`src/rtl/commit_trace_pkg.sv`:
```
// commit_trace_pkg: shared record layout and commit qualification helper
package commit_trace_pkg;
  localparam int REC_XLEN = 32;
  localparam int REC_SEQ_W = 16;
  typedef struct packed {
    logic [REC_XLEN-1:0]  pc;
    logic [4:0]           rd;
    logic [REC_XLEN-1:0]  data;
    logic [REC_SEQ_W-1:0] seq;
  } commit_rec_t;
  function automatic logic is_qualifying(input logic valid, input logic [4:0] rd, input logic filter);
    return valid && (!filter || rd != 5'd0);
  endfunction
endpackage

```
`src/rtl/commit_trace_fifo_sync_fifo.sv`:
```
// sync_fifo: first-word-fall-through FIFO with count-derived full/empty
module sync_fifo #(
  parameter int WIDTH = 8,
  parameter int DEPTH = 16
) (
  input  logic                         clk,
  input  logic                         reset,
  input  logic                         push,
  input  logic                         pop,
  input  logic                         flush,
  input  logic [WIDTH-1:0]             din,
  output logic [WIDTH-1:0]             dout,
  output logic [$clog2(DEPTH+1)-1:0]   count,
  output logic                         full,
  output logic                         empty
);
  localparam int AW = $clog2(DEPTH);
  localparam int CW = $clog2(DEPTH+1);
  logic [WIDTH-1:0] mem [DEPTH];
  logic [AW-1:0] rd_ptr, wr_ptr;
  assign full  = count == CW'(DEPTH);
  assign empty = count == '0;
  // head reads as zero while empty so the outputs are clean after reset
  assign dout  = empty ? '0 : mem[rd_ptr];
  always_ff @(posedge clk) begin
    if (reset || flush) begin
      rd_ptr <= '0;
      wr_ptr <= '0;
      count  <= '0;
    end else begin
      if (push) wr_ptr <= wr_ptr + 1'b1;
      if (pop) rd_ptr <= rd_ptr + 1'b1;
      if (push && !pop) count <= count + 1'b1;
      else if (pop && !push) count <= count - 1'b1;
    end
  end
  always_ff @(posedge clk) begin
    if (push) mem[wr_ptr] <= din;
  end
endmodule

```
`src/rtl/commit_trace_fifo.sv`:
```
// commit_trace_fifo: qualifies writeback commits, stamps sequence numbers, buffers them
module commit_trace_fifo
  import commit_trace_pkg::*;
#(
  parameter int XLEN      = 32,
  parameter int DEPTH     = 16,
  parameter int SEQ_W     = 16,
  parameter int DROP_W    = 16,
  parameter bit FILTER_X0 = 1'b1
) (
  input  logic                       clk,
  input  logic                       reset,
  input  logic                       in_valid,
  input  logic [XLEN-1:0]            in_pc,
  input  logic [4:0]                 in_rd,
  input  logic [XLEN-1:0]            in_data,
  input  logic                       flush,
  output logic                       out_valid,
  input  logic                       out_ready,
  output logic [XLEN-1:0]            out_pc,
  output logic [4:0]                 out_rd,
  output logic [XLEN-1:0]            out_data,
  output logic [SEQ_W-1:0]           out_seq,
  output logic [$clog2(DEPTH+1)-1:0] count,
  output logic [DROP_W-1:0]          drop_cnt
);
  localparam int W = 2*XLEN + 5 + SEQ_W;
  logic [SEQ_W-1:0] seq_next;
  logic qual, push, pop, drop, full, empty;
  logic [W-1:0] dout;
  assign qual      = is_qualifying(in_valid, in_rd, FILTER_X0);
  assign out_valid = !empty;
  assign pop       = out_valid && out_ready;
  assign push      = qual && (!full || pop);
  // a flushed commit is discarded, not dropped
  assign drop      = qual && !flush && full && !pop;
  assign {out_pc, out_rd, out_data, out_seq} = dout;
  sync_fifo #(.WIDTH(W), .DEPTH(DEPTH)) u_fifo (
    .clk(clk), .reset(reset), .push(push), .pop(pop), .flush(flush),
    .din({in_pc, in_rd, in_data, seq_next}), .dout(dout),
    .count(count), .full(full), .empty(empty)
  );
  always_ff @(posedge clk) begin
    if (reset) begin
      seq_next <= '0;
      drop_cnt <= '0;
    end else begin
      if (qual) seq_next <= seq_next + 1'b1;
      if (drop && !(&drop_cnt)) drop_cnt <= drop_cnt + 1'b1;
    end
  end
endmodule
```
`config.mk`:
```
export PLATFORM = sky130hd
export DESIGN_NAME = commit_trace_fifo
export DESIGN_NICKNAME = d
export VERILOG_FILES = /design/src/rtl/commit_trace_pkg.sv /design/src/rtl/commit_trace_fifo_sync_fifo.sv /design/src/rtl/commit_trace_fifo.sv
export SDC_FILE = /design/constraint.sdc
export NUM_CORES = 1
export LEC_CHECK = 0
export CORE_ASPECT_RATIO = 1.2
export CORE_MARGIN = 4
export CORE_UTILIZATION = 55
export DETAILED_ROUTE_END_ITERATION = 8
export PLACE_DENSITY = 0.76
export SYNTH_ARGS = -nofsm -noshare
export SYNTH_HDL_FRONTEND = slang
export SYNTH_SLANG_ARGS = --single-unit
```
`constraint.sdc`:
```
create_clock -name clk -period 10.4 [get_ports clk]
set_input_delay 3.12 -clock clk [delete_from_list [all_inputs] [get_ports clk]]
set_output_delay 3.12 -clock clk [all_outputs]
set_load 0.005 [all_outputs]
```
==> impl_table.tex <==
\begin{tabular}{lr}
\hline
Metric & Value \\
\hline
\multicolumn{2}{l}{\textbf{Detailed routing}} \\
\quad Routed Wire Length & $\sim$120 mm \\
\quad Detailed Routing Iterations Pass 1 & 5 \\
\quad Initial DRC count & 2719 \\
\quad Routed length per instance & between 20 and 30 µm \\
\quad Via count normalized by instance count & 6.41 \\
\quad Routed vias & 25400 \\
\quad Remaining routing DRC violations & 0 \\
\quad Post-DRT Antenna Nets & 0 \\
\multicolumn{2}{l}{\textbf{GRT}} \\
\quad Maximum number of pins on one net before global-route repair & 132 \\
\quad Global-route wire length before repair & approximately 180 mm \\
\quad Total GRT Usage & 23.1\% \\
\quad Vias in the first global route & between 20000 and 30000 \\
\quad Total global routing overflow & 0 \\
\quad Number of antenna violations at the first check in global routing & 4 \\
\multicolumn{2}{l}{\textbf{Run}} \\
\quad Max-capacitance violation count & 0 \\
\multicolumn{2}{l}{\textbf{Logic synthesis}} \\
\quad Cell area after synthesis & $\sim$0.054 mm² \\
\quad Main synth FF type & sky130\_fd\_sc\_hd\_\_edfxtp\_1 \\
\quad Synthesized netlist net count & 2446 \\
\quad Synth cell count leaders & sky130\_fd\_sc\_hd\_\_edfxtp\_1, sky130\_fd\_sc\_hd\_\_mux4\_2, sky130\_fd\_sc\_hd\_\_mux2i\_1 \\
\quad Post-synthesis cell type with the largest combined area & sky130\_fd\_sc\_hd\_\_edfxtp\_1 \\
\quad Area share of the largest cell type after synthesis & between 70\% and 80\% \\
\quad Flop and latch count out of synthesis & 1409 \\
\quad Sequential-to-total area share from yosys stat & 78.0\% \\
\quad Warnings from Yosys & 0 \\
\quad Mean cell area of the mapped netlist & $\sim$23 µm² \\
\quad Number of synthesized flops with an enable pin & $\sim$1400 \\
\quad Async set-reset flop share out of synthesis & 0\% \\
\quad Number of distinct library cells after synthesis & 42 \\
\quad Most frequent cell after synthesis & sky130\_fd\_sc\_hd\_\_edfxtp\_1 \\
\quad Largest cells by area after synthesis & sky130\_fd\_sc\_hd\_\_edfxtp\_1, sky130\_fd\_sc\_hd\_\_mux4\_2, sky130\_fd\_sc\_hd\_\_mux2i\_1, sky130\_fd\_sc\_hd\_\_dfxtp\_1, sky130\_fd\_sc\_hd\_\_o22ai\_1 \\
\quad Synthesized instance count & 2360 \\
\multicolumn{2}{l}{\textbf{Setup path}} \\
\quad Required time reported for the critical path endpoint & between 7 and 8 ns \\
\quad Launch instance of the worst register-to-register path & u\_fifo.count[0] \\
\quad Kind of critical path & reg2out \\
\quad Type of element capturing the critical path & output port \\
\quad Launching element of the worst setup path & u\_fifo.count[0] \\
\quad Worst path arrival time & roughly 4.5 ns \\
\quad Worst reg-to-reg setup slack & 6.98 ns \\
\quad Critical-path maximum fanout & 57 \\
\quad End point of the critical path & out\_rd[1] \\
\quad RR Endpoint & u\_fifo.mem[2][63] \\
\quad Nature of the critical path startpoint & register \\
\quad R2R depth & 7 \\
\multicolumn{2}{l}{\textbf{Timing}} \\
\quad Number of failing hold endpoints at the final stage & 0 \\
\quad Worst Max-Slew Pin Slew & 1.19 ns \\
\quad Fin Clk Skew & 0.0170 ns \\
\quad Maximum clock frequency & between 0.1 and 0.15 GHz \\
\quad Setup TNS Final & 0 ns \\
\quad Post-route fraction of the period consumed by the critical path & 72.9\% \\
\quad Crit path time final & approximately 7.6 ns \\
\quad Number of failing setup endpoints in the final timing report & 0 \\
\quad Slew Limit Headroom & 20.7\% \\
\quad RSZ-0062 raised after global routing & false \\
\quad Final number of max-transition violations & 0 \\
\multicolumn{2}{l}{\textbf{Clock tree}} \\
\quad Cts-stage hold buffer count & 0 \\
\quad CTS tree & built \\
\quad Insertion delay to the later sink of the worst-skew pair & 0.74 ns \\
\quad Maximum level of the CTS H-tree & 4 \\
\quad Number of buffers inserted during clock tree synthesis & around 130 \\
\quad Clock-pin slew on the worst setup and hold paths & 0.06 ns \\
\quad Worst-case clock buffer depth & 3 \\
\quad Post CTS Setup Buffer Count & 0 \\
\quad Count of cells resized by post-cts repair & 0 \\
\quad CTS Sinks & 1409 \\
\quad Master cell of the clock root buffer & sky130\_fd\_sc\_hd\_\_clkbuf\_16 \\
\multicolumn{2}{l}{\textbf{Die}} \\
\quad Floorplan core area & between 0.09 and 0.1 mm² \\
\quad Die Width & around 290 µm \\
\quad Standard-cell row count & between 100 and 150 \\
\quad Height of the die & 350 µm \\
\quad Floorplan die area & 0.103 mm² \\
\quad Ports & 181 \\
\quad Starting Density & 55.4\% \\
\multicolumn{2}{l}{\textbf{Final layout}} \\
\quad Synth-to-Final Area Change & 14.5\% \\
\quad Share of final-layout standard cells stronger than drive strength 1 & 22.3\% \\
\quad Layout Cells excl Fill & 3964 \\
\quad Layout Nets & 2676 \\
\multicolumn{2}{l}{\textbf{Placement}} \\
\quad Cell Count Post-Placement & 3726 \\
\quad Post-detail-place hpwl & slightly above 60 mm \\
\quad Final GP Congestion & 0.769 \\
\quad Buffers on Ports & 180 \\
\multicolumn{2}{l}{\textbf{Pwr}} \\
\quad Total power per unit cell area & 197 mW/mm² \\
\quad Standby leakage power & 0.0181 µW \\
\quad Total chip power & 12100 µW \\
\quad IR Drop Worst-Case VDD & 0.169 mV \\
\multicolumn{2}{l}{\textbf{Run status}} \\
\quad Run status & finished clean \\
\multicolumn{2}{l}{\textbf{Hold path}} \\
\quad Worst hold path class & reg2reg \\
\hline
\end{tabular}
==> power breakdown <==
| group | total [µW] | internal (µW) | leakage, µW | switching (µW) |
|---|---|---|---|---|
| registers | 6290 | 6260 | 0.0125 | 34.7 |
| logic | 990 | 477 | 0.00342 | 513 |
| clock network | 4820 | 2800 | 0.00211 | 2010 |
| total | 12100 | 9540 | 0.0181 | 2560 |
==> cell type report <==
class	count	area, µm²
Fill cell	6069	35400
Clock inverter	72	798
Clock buffer	162	3540
Tap cell	1270	1590
Multi-Input combinational cell	814	11400
Inverter	9	33.8
Antenna cell	4	10.0
Timing Repair Buffer	224	2230
Sequential cell	1409	41800
==> worst max-delay path, stage by stage, from the launching register on <==
cell,delay (ns)
sky130_fd_sc_hd__dfxtp_1,0.38
sky130_fd_sc_hd__or4_4,0.60
sky130_fd_sc_hd__or2_1,0.37
sky130_fd_sc_hd__nand2_4,0.44
sky130_fd_sc_hd__buf_4,0.85
sky130_fd_sc_hd__o22ai_1,0.49
sky130_fd_sc_hd__clkdlybuf4s50_1,0.56
==> kinds of logic after synthesis <==
| group | after synthesis | share of synthesized area, % |
|---|---|---|
| AO/OA/AOI/OAI | 136 | 1.53 |
| XOR/XNOR | 22 | 0.359 |
| adder cells (fa/ha/maj) | 12 | 0.294 |
| buffers and inverters | 137 | 1.10 |
| flip-flops | 1409 | 78.0 |
| multiplexers | 512 | 17.5 |
| AND/OR/NAND/NOR | 132 | 1.27 |
==> stage by stage <==
| step | instance area (µm²) | hold WS [ns] | worst slack [ns] | util (%) |
|---|---|---|---|---|
| finish | 61400 | 0.495 | 2.82 | 63.4 |
| global route | 61400 | 0.531 | 2.53 | 63.4 |
| floorplan | 53600 | 0.459 | 0.145 | - |
| detailed placement | 57000 | 0.488 | 3.01 | 58.9 |
| global placement | 57000 | 0.475 | 3.12 | 58.9 |
| CTS | 61400 | 0.502 | 2.78 | 63.4 |
==> layout by cell type, fill, tap and decap left out, types with 3 or more instances in the layout <==
| cell type | netlist | routed |
|---|---|---|
| sky130_fd_sc_hd__nand3_1 | 14 | 14 |
| sky130_fd_sc_hd__a21oi_1 | 25 | 25 |
| sky130_fd_sc_hd__and4_1 | 3 | 3 |
| sky130_fd_sc_hd__o21ai_0 | 16 | 16 |
| sky130_fd_sc_hd__nand4_1 | 5 | 5 |
| sky130_fd_sc_hd__dfxtp_4 | 0 | 3 |
| sky130_fd_sc_hd__xor2_1 | 9 | 9 |
| sky130_fd_sc_hd__edfxtp_1 | 1360 | 1360 |
| sky130_fd_sc_hd__nand2_1 | 21 | 20 |
| sky130_fd_sc_hd__nor3_2 | 0 | 4 |
| sky130_fd_sc_hd__mux2i_1 | 172 | 172 |
| sky130_fd_sc_hd__inv_1 | 9 | 9 |
| sky130_fd_sc_hd__bufinv_16 | 0 | 15 |
| sky130_fd_sc_hd__o22ai_1 | 85 | 85 |
| sky130_fd_sc_hd__nor2_1 | 39 | 27 |
| sky130_fd_sc_hd__buf_12 | 0 | 8 |
| sky130_fd_sc_hd__clkbuf_1 | 67 | 24 |
| sky130_fd_sc_hd__buf_4 | 3 | 36 |
| sky130_fd_sc_hd__o31ai_1 | 5 | 5 |
| sky130_fd_sc_hd__nand2b_1 | 4 | 3 |
| sky130_fd_sc_hd__clkinvlp_4 | 0 | 4 |
| sky130_fd_sc_hd__xnor2_1 | 13 | 13 |
| sky130_fd_sc_hd__clkbuf_16 | 0 | 138 |
| sky130_fd_sc_hd__diode_2 | 0 | 4 |
| sky130_fd_sc_hd__nor2_4 | 0 | 12 |
| sky130_fd_sc_hd__dfxtp_1 | 49 | 46 |
| sky130_fd_sc_hd__or3_1 | 15 | 15 |
| sky130_fd_sc_hd__mux4_2 | 340 | 340 |
| sky130_fd_sc_hd__or4_1 | 7 | 7 |
| sky130_fd_sc_hd__inv_6 | 0 | 7 |
| sky130_fd_sc_hd__clkinv_1 | 0 | 23 |
| sky130_fd_sc_hd__clkdlybuf4s50_1 | 0 | 180 |
| sky130_fd_sc_hd__clkinv_2 | 0 | 17 |
| sky130_fd_sc_hd__ha_1 | 11 | 11 |
| sky130_fd_sc_hd__nor3_1 | 11 | 7 |
==> worst min path at each step <==
| stage | start | slack (ns) | to | cells past startpoint |
|---|---|---|---|---|
| 2_1_floorplan | u_fifo.rd_ptr[3] | 0.46 | register | 2 |
| 3_3_place_gp | u_fifo.rd_ptr[1] | 0.47 | register | 2 |
| 5_1_grt | u_fifo.rd_ptr[1] | 0.53 | register | 2 |
| 4_1_cts | u_fifo.rd_ptr[3] | 0.50 | u_fifo.rd_ptr[3] | 2 |
| 6_report | u_fifo.rd_ptr[3] | 0.49 | u_fifo.rd_ptr[3] | 2 |
| 3_5_place_dp | u_fifo.rd_ptr[3] | 0.49 | u_fifo.rd_ptr[3] | 2 |
==> registers in the layout, indices dropped and copies added, names as in the netlist, named ones only <==
name           count
u_fifo.count       5
u_fifo.wr_ptr      4
u_fifo.rd_ptr      4
seq_next          16
u_fifo.mem      1360
drop_cnt          16
==> metal layers <==
layer,up-vias,global-route usage [%],routed length (µm)
met3,206,4.43,8800
met4,2,8.22,3600
met1,13400,31.0,43500
li1,10500,-,-
met2,1309,38.5,60500
met5,-,0,12
No activity file was read; power rests on OpenSTA's default activity.
